==> config.mk <==
export PLATFORM = sky130hd
export DESIGN_NAME = rs_issue_scheduler
export DESIGN_NICKNAME = d
export VERILOG_FILES = /design/src/rtl/pipeline_types.sv /design/src/rtl/rs_issue_scheduler_age_select.sv /design/src/rtl/rs_issue_scheduler.sv
export SDC_FILE = /design/constraint.sdc
export NUM_CORES = 2
export LEC_CHECK = 0
export CAP_MARGIN = 20
export CORE_MARGIN = 2
export CORE_UTILIZATION = 40
export CTS_BUF_LIST = sky130_fd_sc_hd__clkbuf_4 sky130_fd_sc_hd__clkbuf_8
export CTS_CLUSTER_SIZE = 30
export DETAILED_ROUTE_END_ITERATION = 8
export SYNTH_ARGS = -nofsm -noshare
export SYNTH_HDL_FRONTEND = slang
export SYNTH_SLANG_ARGS = --single-unit
==> constraint.sdc <==
create_clock -name clk -period 44.5 [get_ports clk]
set_input_delay 8.9 -clock clk [delete_from_list [all_inputs] [get_ports clk]]
set_output_delay 8.9 -clock clk [all_outputs]
set_load 0.05 [all_outputs]
==> src/rtl/pipeline_types.sv <==
// Shared pipeline types for the reservation station and issue scheduler.
// Holds the dispatch/issue packet, the RS entry record and the tag constants.
// Widths here must match the TAG_W/PREG_W parameters of the RS instances.
package pipeline_types;

   localparam int PKT_TAG_W  = 4;
   localparam int PKT_PREG_W = 6;

   // Physical register 0 is hard-wired x0 and therefore always ready.
   localparam logic [PKT_PREG_W-1:0] PREG_ZERO = '0;

   typedef struct packed {
      logic [31:0]           pc;
      logic [31:0]           imm;
      logic [3:0]            alu_op;
      logic                  alu_src;
      logic                  mem_read;
      logic                  mem_write;
      logic [PKT_PREG_W-1:0] rs1_p;
      logic [PKT_PREG_W-1:0] rs2_p;
      logic [PKT_PREG_W-1:0] rd_p;
      logic [PKT_TAG_W-1:0]  rob_tag;
   } rs_issue_packet_t;

   typedef struct packed {
      logic             valid;
      logic             rs1_rdy;
      logic             rs2_rdy;
      rs_issue_packet_t pkt;
   } rs_entry_t;

   // A source is ready if the busy table says so, it is x0, or the CDB
   // is broadcasting its tag in the same cycle.
   function automatic logic src_ready(input logic                  busy_rdy,
                                      input logic                  cdb_vld,
                                      input logic [PKT_PREG_W-1:0] cdb_preg,
                                      input logic [PKT_PREG_W-1:0] src_p);
      return busy_rdy || (src_p == PREG_ZERO) || (cdb_vld && (cdb_preg == src_p));
   endfunction

endpackage

==> src/rtl/rs_issue_scheduler_age_select.sv <==
// Oldest-ready picker: one-hot grant to the requesting slot with smallest age.
// Latency: purely combinational.
// Backpressure: none; the caller decides whether the grant is consumed.
module age_select #(
   parameter int N     = 8,
   parameter int AGE_W = 4
) (
   input  logic [N-1:0]            req_i,
   input  logic [N-1:0][AGE_W-1:0] age_i,
   output logic [N-1:0]            gnt_o,
   output logic                    found_o
);

   logic [AGE_W-1:0] best_age;

   // Linear scan keeping the smallest age seen so far; ages are unique.
   always_comb begin
      gnt_o    = '0;
      found_o  = 1'b0;
      best_age = '0;
      for (int i = 0; i < N; i++) begin
         if (req_i[i] && (!found_o || (age_i[i] < best_age))) begin
            found_o  = 1'b1;
            best_age = age_i[i];
            gnt_o    = '0;
            gnt_o[i] = 1'b1;
         end
      end
   end

endmodule

==> src/rtl/rs_issue_scheduler.sv <==
// Per-FU reservation station: holds dispatched ops, wakes sources from the CDB,
// issues the oldest ready op through a registered valid/ready stage (1 cycle after ready).
// Backpressure: output stage holds while FU stalls; rs_ready_o drops when all entries are used.
module rs_issue_scheduler
   import pipeline_types::*;
#(
   parameter int DEPTH  = 8,
   parameter int TAG_W  = PKT_TAG_W,
   parameter int PREG_W = PKT_PREG_W
) (
   input  logic                       clk,
   input  logic                       rst,
   input  logic                       disp_valid_i,
   input  rs_issue_packet_t           disp_pkt_i,
   input  logic                       disp_rs1_rdy_i,
   input  logic                       disp_rs2_rdy_i,
   output logic                       rs_ready_o,
   input  logic                       cdb_valid_i,
   input  logic [PREG_W-1:0]          cdb_preg_i,
   input  logic [TAG_W-1:0]           rob_head_i,
   input  logic                       flush_i,
   output logic                       issue_valid_o,
   output rs_issue_packet_t           issue_pkt_o,
   input  logic                       issue_ready_i,
   output logic [$clog2(DEPTH):0]     occupancy_o
);

   localparam int IDX_W = $clog2(DEPTH);
   localparam int OCC_W = IDX_W + 1;

   rs_entry_t [DEPTH-1:0]         entries_q;
   rs_entry_t [DEPTH-1:0]         entries_d;
   logic [OCC_W-1:0]              occ_q;
   logic [OCC_W-1:0]              occ_d;
   logic                          issue_valid_q;
   rs_issue_packet_t              issue_pkt_q;

   logic [DEPTH-1:0]              req;
   logic [DEPTH-1:0][TAG_W-1:0]   ages;
   logic [DEPTH-1:0]              gnt;
   logic                          found;
   rs_issue_packet_t              win_pkt;
   logic                          load;
   logic                          sel_fire;
   logic                          free_found;
   logic [IDX_W-1:0]              free_idx;
   logic                          alloc;

   assign load       = !issue_valid_q || issue_ready_i;
   assign sel_fire   = load && found;
   assign alloc      = disp_valid_i && free_found;

   assign rs_ready_o    = (occ_q != OCC_W'(DEPTH));
   assign occupancy_o   = occ_q;
   assign issue_valid_o = issue_valid_q;
   assign issue_pkt_o   = issue_pkt_q;

   // Candidates and their ROB age relative to head, from registered state only.
   always_comb begin
      for (int i = 0; i < DEPTH; i++) begin
         req[i]  = entries_q[i].valid && entries_q[i].rs1_rdy && entries_q[i].rs2_rdy;
         ages[i] = entries_q[i].pkt.rob_tag - rob_head_i;
      end
   end

   age_select #(
      .N     (DEPTH),
      .AGE_W (TAG_W)
   ) u_age_select (
      .req_i   (req),
      .age_i   (ages),
      .gnt_o   (gnt),
      .found_o (found)
   );

   // One-hot mux of the granted entry's packet.
   always_comb begin
      win_pkt = '0;
      for (int i = 0; i < DEPTH; i++) begin
         if (gnt[i]) begin
            win_pkt = entries_q[i].pkt;
         end
      end
   end

   // Lowest-index free slot; a slot freed by this cycle's issue is not yet visible.
   always_comb begin
      free_found = 1'b0;
      free_idx   = '0;
      for (int i = DEPTH - 1; i >= 0; i--) begin
         if (!entries_q[i].valid) begin
            free_found = 1'b1;
            free_idx   = IDX_W'(i);
         end
      end
   end

   // Next entry state: CDB wakeup, release of the issued entry, then allocation.
   always_comb begin
      entries_d = entries_q;
      for (int i = 0; i < DEPTH; i++) begin
         if (entries_q[i].valid && cdb_valid_i) begin
            if (entries_q[i].pkt.rs1_p == cdb_preg_i) begin
               entries_d[i].rs1_rdy = 1'b1;
            end
            if (entries_q[i].pkt.rs2_p == cdb_preg_i) begin
               entries_d[i].rs2_rdy = 1'b1;
            end
         end
         if (sel_fire && gnt[i]) begin
            entries_d[i].valid = 1'b0;
         end
         if (alloc && (free_idx == IDX_W'(i))) begin
            entries_d[i].valid   = 1'b1;
            entries_d[i].pkt     = disp_pkt_i;
            entries_d[i].rs1_rdy = src_ready(disp_rs1_rdy_i, cdb_valid_i, cdb_preg_i,
                                             disp_pkt_i.rs1_p);
            entries_d[i].rs2_rdy = src_ready(disp_rs2_rdy_i, cdb_valid_i, cdb_preg_i,
                                             disp_pkt_i.rs2_p);
         end
      end
   end

   // Occupancy tracks RS entries only; the output register is not counted.
   always_comb begin
      occ_d = occ_q + OCC_W'(alloc) - OCC_W'(sel_fire);
   end

   // State update: reset, then flush (kills everything incl. same-cycle dispatch), then normal.
   always_ff @(posedge clk) begin
      if (rst) begin
         entries_q     <= '0;
         occ_q         <= '0;
         issue_valid_q <= 1'b0;
         issue_pkt_q   <= '0;
      end else if (flush_i) begin
         for (int i = 0; i < DEPTH; i++) begin
            entries_q[i].valid <= 1'b0;
         end
         occ_q         <= '0;
         issue_valid_q <= 1'b0;
      end else begin
         entries_q <= entries_d;
         occ_q     <= occ_d;
         if (load) begin
            issue_valid_q <= found;
            if (found) begin
               issue_pkt_q <= win_pkt;
            end
         end
      end
   end

`ifndef SYNTHESIS
   // Dispatch while full is dropped by the RS; flag it as an upstream protocol error.
   always_ff @(posedge clk) begin
      if (!rst && !flush_i) begin
         assert (!(disp_valid_i && !free_found))
            else $error("rs_issue_scheduler: dispatch while full, packet dropped");
      end
   end
`endif

endmodule

==> metrics.md <==
| Metric | Value |
|---|---|
| Reg2reg end | issue_pkt_o[83]$_SDFFE_PP0P_ |
| Number of remaining DRC errors | 0 |
| Hold Path End | entries_q[129]$_SDFFE_PP0P_ |
| CTS H-Tree Depth | 4 |
| Fin Setup TNS | 0 ns |
| Placed cells | 6,290 |
| Fin cells | 6,571 |
| Compound-Gate Fraction of Synth Area | 22.0% |
| Synth cell types | 80 |
| Prevailing post-synth register cell | dfxtp_1 |
| Adder-cell share of the synthesized area | 2.01% |
| # setup viols final | 0 |
| Mapped cell area | 39,500 µm² |
| CTS tree | yes |
| EDFF count, synth | 0 |
| Number of global-route vias before repair | 35,700 |
| Port Buf Inserts | 209 |
| Largest family of logic cells by synthesized area | simple AND/OR/NAND/NOR gates |
| DR iter-0 viols | 4,566 |
| # rows | 115 |
| Simple-gate share of the synthesized area | 22.8% |
| Count leader, synth | nand2_1 |
| Layout cells sized above 1 | 7.94% |
| Most common library cells after synthesis | nand2_1 (1,730), dfxtp_1 (866), a21oi_1 (863), clkbuf_1 (352), nor2_1 (125) |
| Syn nets | 5,407 |
| Hold-fix buffers, CTS | 0 |
| Slowest CP cell | buf_4 |
| Vias | 38,300 |
| Min-delay src | entries_q[129]$_SDFFE_PP0P_ |
| Hold Path Depth | 2 |
| Pleak | 0.0149 µW |
| Die X | 318 µm |
| Clock latency on the worst-skew pair | 0.84 ns |
| Yosys warnings | 0 |
| Worst EP required | 45.22 ns |
| Slew Viols, Final | 0 |
| Seq cells post-synth | 866 |
| Reg2Reg Launch Point | entries_q[1]$_SDFFE_PP0P_ |
| CP Launch Type | primary input |
| Core area | 98,100 µm² |
| Die area | 101,000 µm² |
| Clock slew at reported path FFs | 0.06 ns |
| Postcts setup bufs | 0 |
| Min-Delay Path Class | register to register |
| Slew headroom | 14.9% |
| Worst Skew | 0.0339 ns |
| Util after Layout | 46.0% |
| I/O pin cnt | 210 |
| Setup CP Type | primary input to register |
| Worst Reg-to-Reg Cells | 57 |
| Worst R2R Setup Slack | 27.76 ns |
| CTS max path bufs | 3 |
| Slowest cell delay on critical path | 0.89 ns |
| Largest net degree at the start of global routing | 226 |
| WL final | 157 mm |
| First-pass GRT wire length | 233 mm |
| Fin crit share | 57.2% |
| Peak supply drop | 0.0000249 V |
| CTS buffer count | 149 |
| Ys async rst share | 0% |
| Placement-stage cell area | 41,700 µm² |
| Vias per Instance | 5.82 |
| Grt ovf | 0 |
| RSZ-0062 raised after global routing | no |
| Final #Nets | 5,325 |
| Top-area cell type share of the netlist area | 43.9% |
| Worst-path fanout max | 72 |
| Fmax | 39.3 MHz |
| CTS-repair resized insts | 0 |
| Status | completed |
| Initial Util | 40.3% |
| Min Clock Period, post-route | 25.47 ns |
| First-pass DRT Iterations | 7 |
| Mean area per synthesized cell | 7.55 µm² |
| Least-Margin Pin Slew | 1.28 ns |
| DP HPWL | 88.9 mm |
| DR WL/cell | 23.9 µm |
| Post-synthesis mux area share | 0.111% |
| Max Cap Viol | 0 |
| PwrDens | 37.1 nW/µm² |
| Synth-to-Final Area Change | 14.1% |
| Fin. Hold Viols | 0 |
| Most used cell, CP | ha_1 |
| # clock sinks | 866 |
| XOR/XNOR Fraction of Synth Area | 2.95% |
| Total track usage | 30.0% |
| Synth area leader | dfxtp_1 |
| Chip Height | 318 µm |
| Clk root buf | clkbuf_8 |
| WP data arrival | 26.19 ns |
| Post-Layout Inst Area | 45,100 µm² |
| Initial antenna violation count | 12 |
| Global placement routability congestion | 0.900 |
| Synth Instances | 5,238 |
| Routed Antenna Nets | 0 |
| Post-synthesis sequential area ratio | 43.9% |
| CP endpoint kind | register |
| Top post-synthesis cells by area | dfxtp_1 (44%), nand2_1 (16%), a21oi_1 (11%) |
-- cell type report --
class / count / area [µm²]
timing repair buffer: 281 / 2700
inverter: 38 / 143
clock inverter: 24 / 250
multi-input combinational: 3820 / 19900
fill: 9850 / 53000
tap: 1287 / 1610
sequential: 866 / 17300
clock buffer: 249 / 3130
antenna: 6 / 15.0
-- registers in the layout (all words and copies together), names as in the netlist --
signal,count
entries_q,768
issue_pkt_o,93
occupancy_o,4
issue_valid_o,1
-- power breakdown --
group / internal (µW) / switching, µW / total [µW]
Combinational: 25.2 / 55.1 / 80.4
Sequential: 781 / 3.58 / 785
Clock: 466 / 343 / 809
Total: 1270 / 401 / 1670
-- worst max-delay path: cells and delay by family --
family          cells  cell delay [ns]
buf+inv             5             2.31
mux                 1             0.39
simple gates       14             4.24
xor+xnor            1             0.14
fa+ha+maj           8             2.54
compound gates     30             7.53
-- cell usage in the layout, fill, tap and decap left out, types with 61 or more instances in the layout --
cell	n
buf_4	66
dfxtp_1	866
clkbuf_8	201
a22oi_1	61
a221oi_1	63
nor2_1	119
nand2_1	1725
o21ai_0	122
xnor2_1	73
a21oi_1	862
clkdlybuf4s50_1	208
nand3_1	72
-- metrics by stage --
step / setup slack [ns] / hold WS [ns] / power (µW)
after floorplan: 22.38 / 0.432 / 853
after global placement: 18.74 / 0.438 / 880
after detailed placement: 18.32 / 0.442 / 880
after CTS: 19.15 / 0.450 / 1680
after global routing: 17.98 / 0.465 / 1720
final: 19.03 / 0.449 / 1670
-- worst max-delay path by stage --
stage | startpoint | slack [ns] | endpoint
after floorplan | rob_head_i[1] | 22.38 | issue_pkt_o[50]$_SDFFE_PP0P_
after global placement | rob_head_i[1] | 18.74 | issue_pkt_o[83]$_SDFFE_PP0P_
after detailed placement | rob_head_i[1] | 18.32 | issue_pkt_o[83]$_SDFFE_PP0P_
after CTS | rob_head_i[1] | 19.15 | issue_pkt_o[83]$_SDFFE_PP0P_
after global routing | rob_head_i[1] | 17.98 | issue_pkt_o[83]$_SDFFE_PP0P_
final | rob_head_i[1] | 19.03 | issue_pkt_o[83]$_SDFFE_PP0P_
-- cell families (layout without fill, tap and decap cells) --
family / after synthesis / count (layout)
and+or+nand+nor: 2195 / 2195
AOI/OAI and AO/OA: 1430 / 1430
DFF: 866 / 866
buffers and inverters: 552 / 592
xor gates and xnor gates: 133 / 133
adders and majority gates: 58 / 58
muxes: 4 / 4
other: 0 / 6
-- metal layers --
metal  routed length (µm)  track usage [%]  vias to the layer above
met5                   29                0                        -
met4                 5200             11.8                        4
met3                14700             5.09                      327
met2                70500             46.7                     1942
met1                66800             41.2                    18300
li1                     -                -                    17700
(Power assumes the default switching activity.)
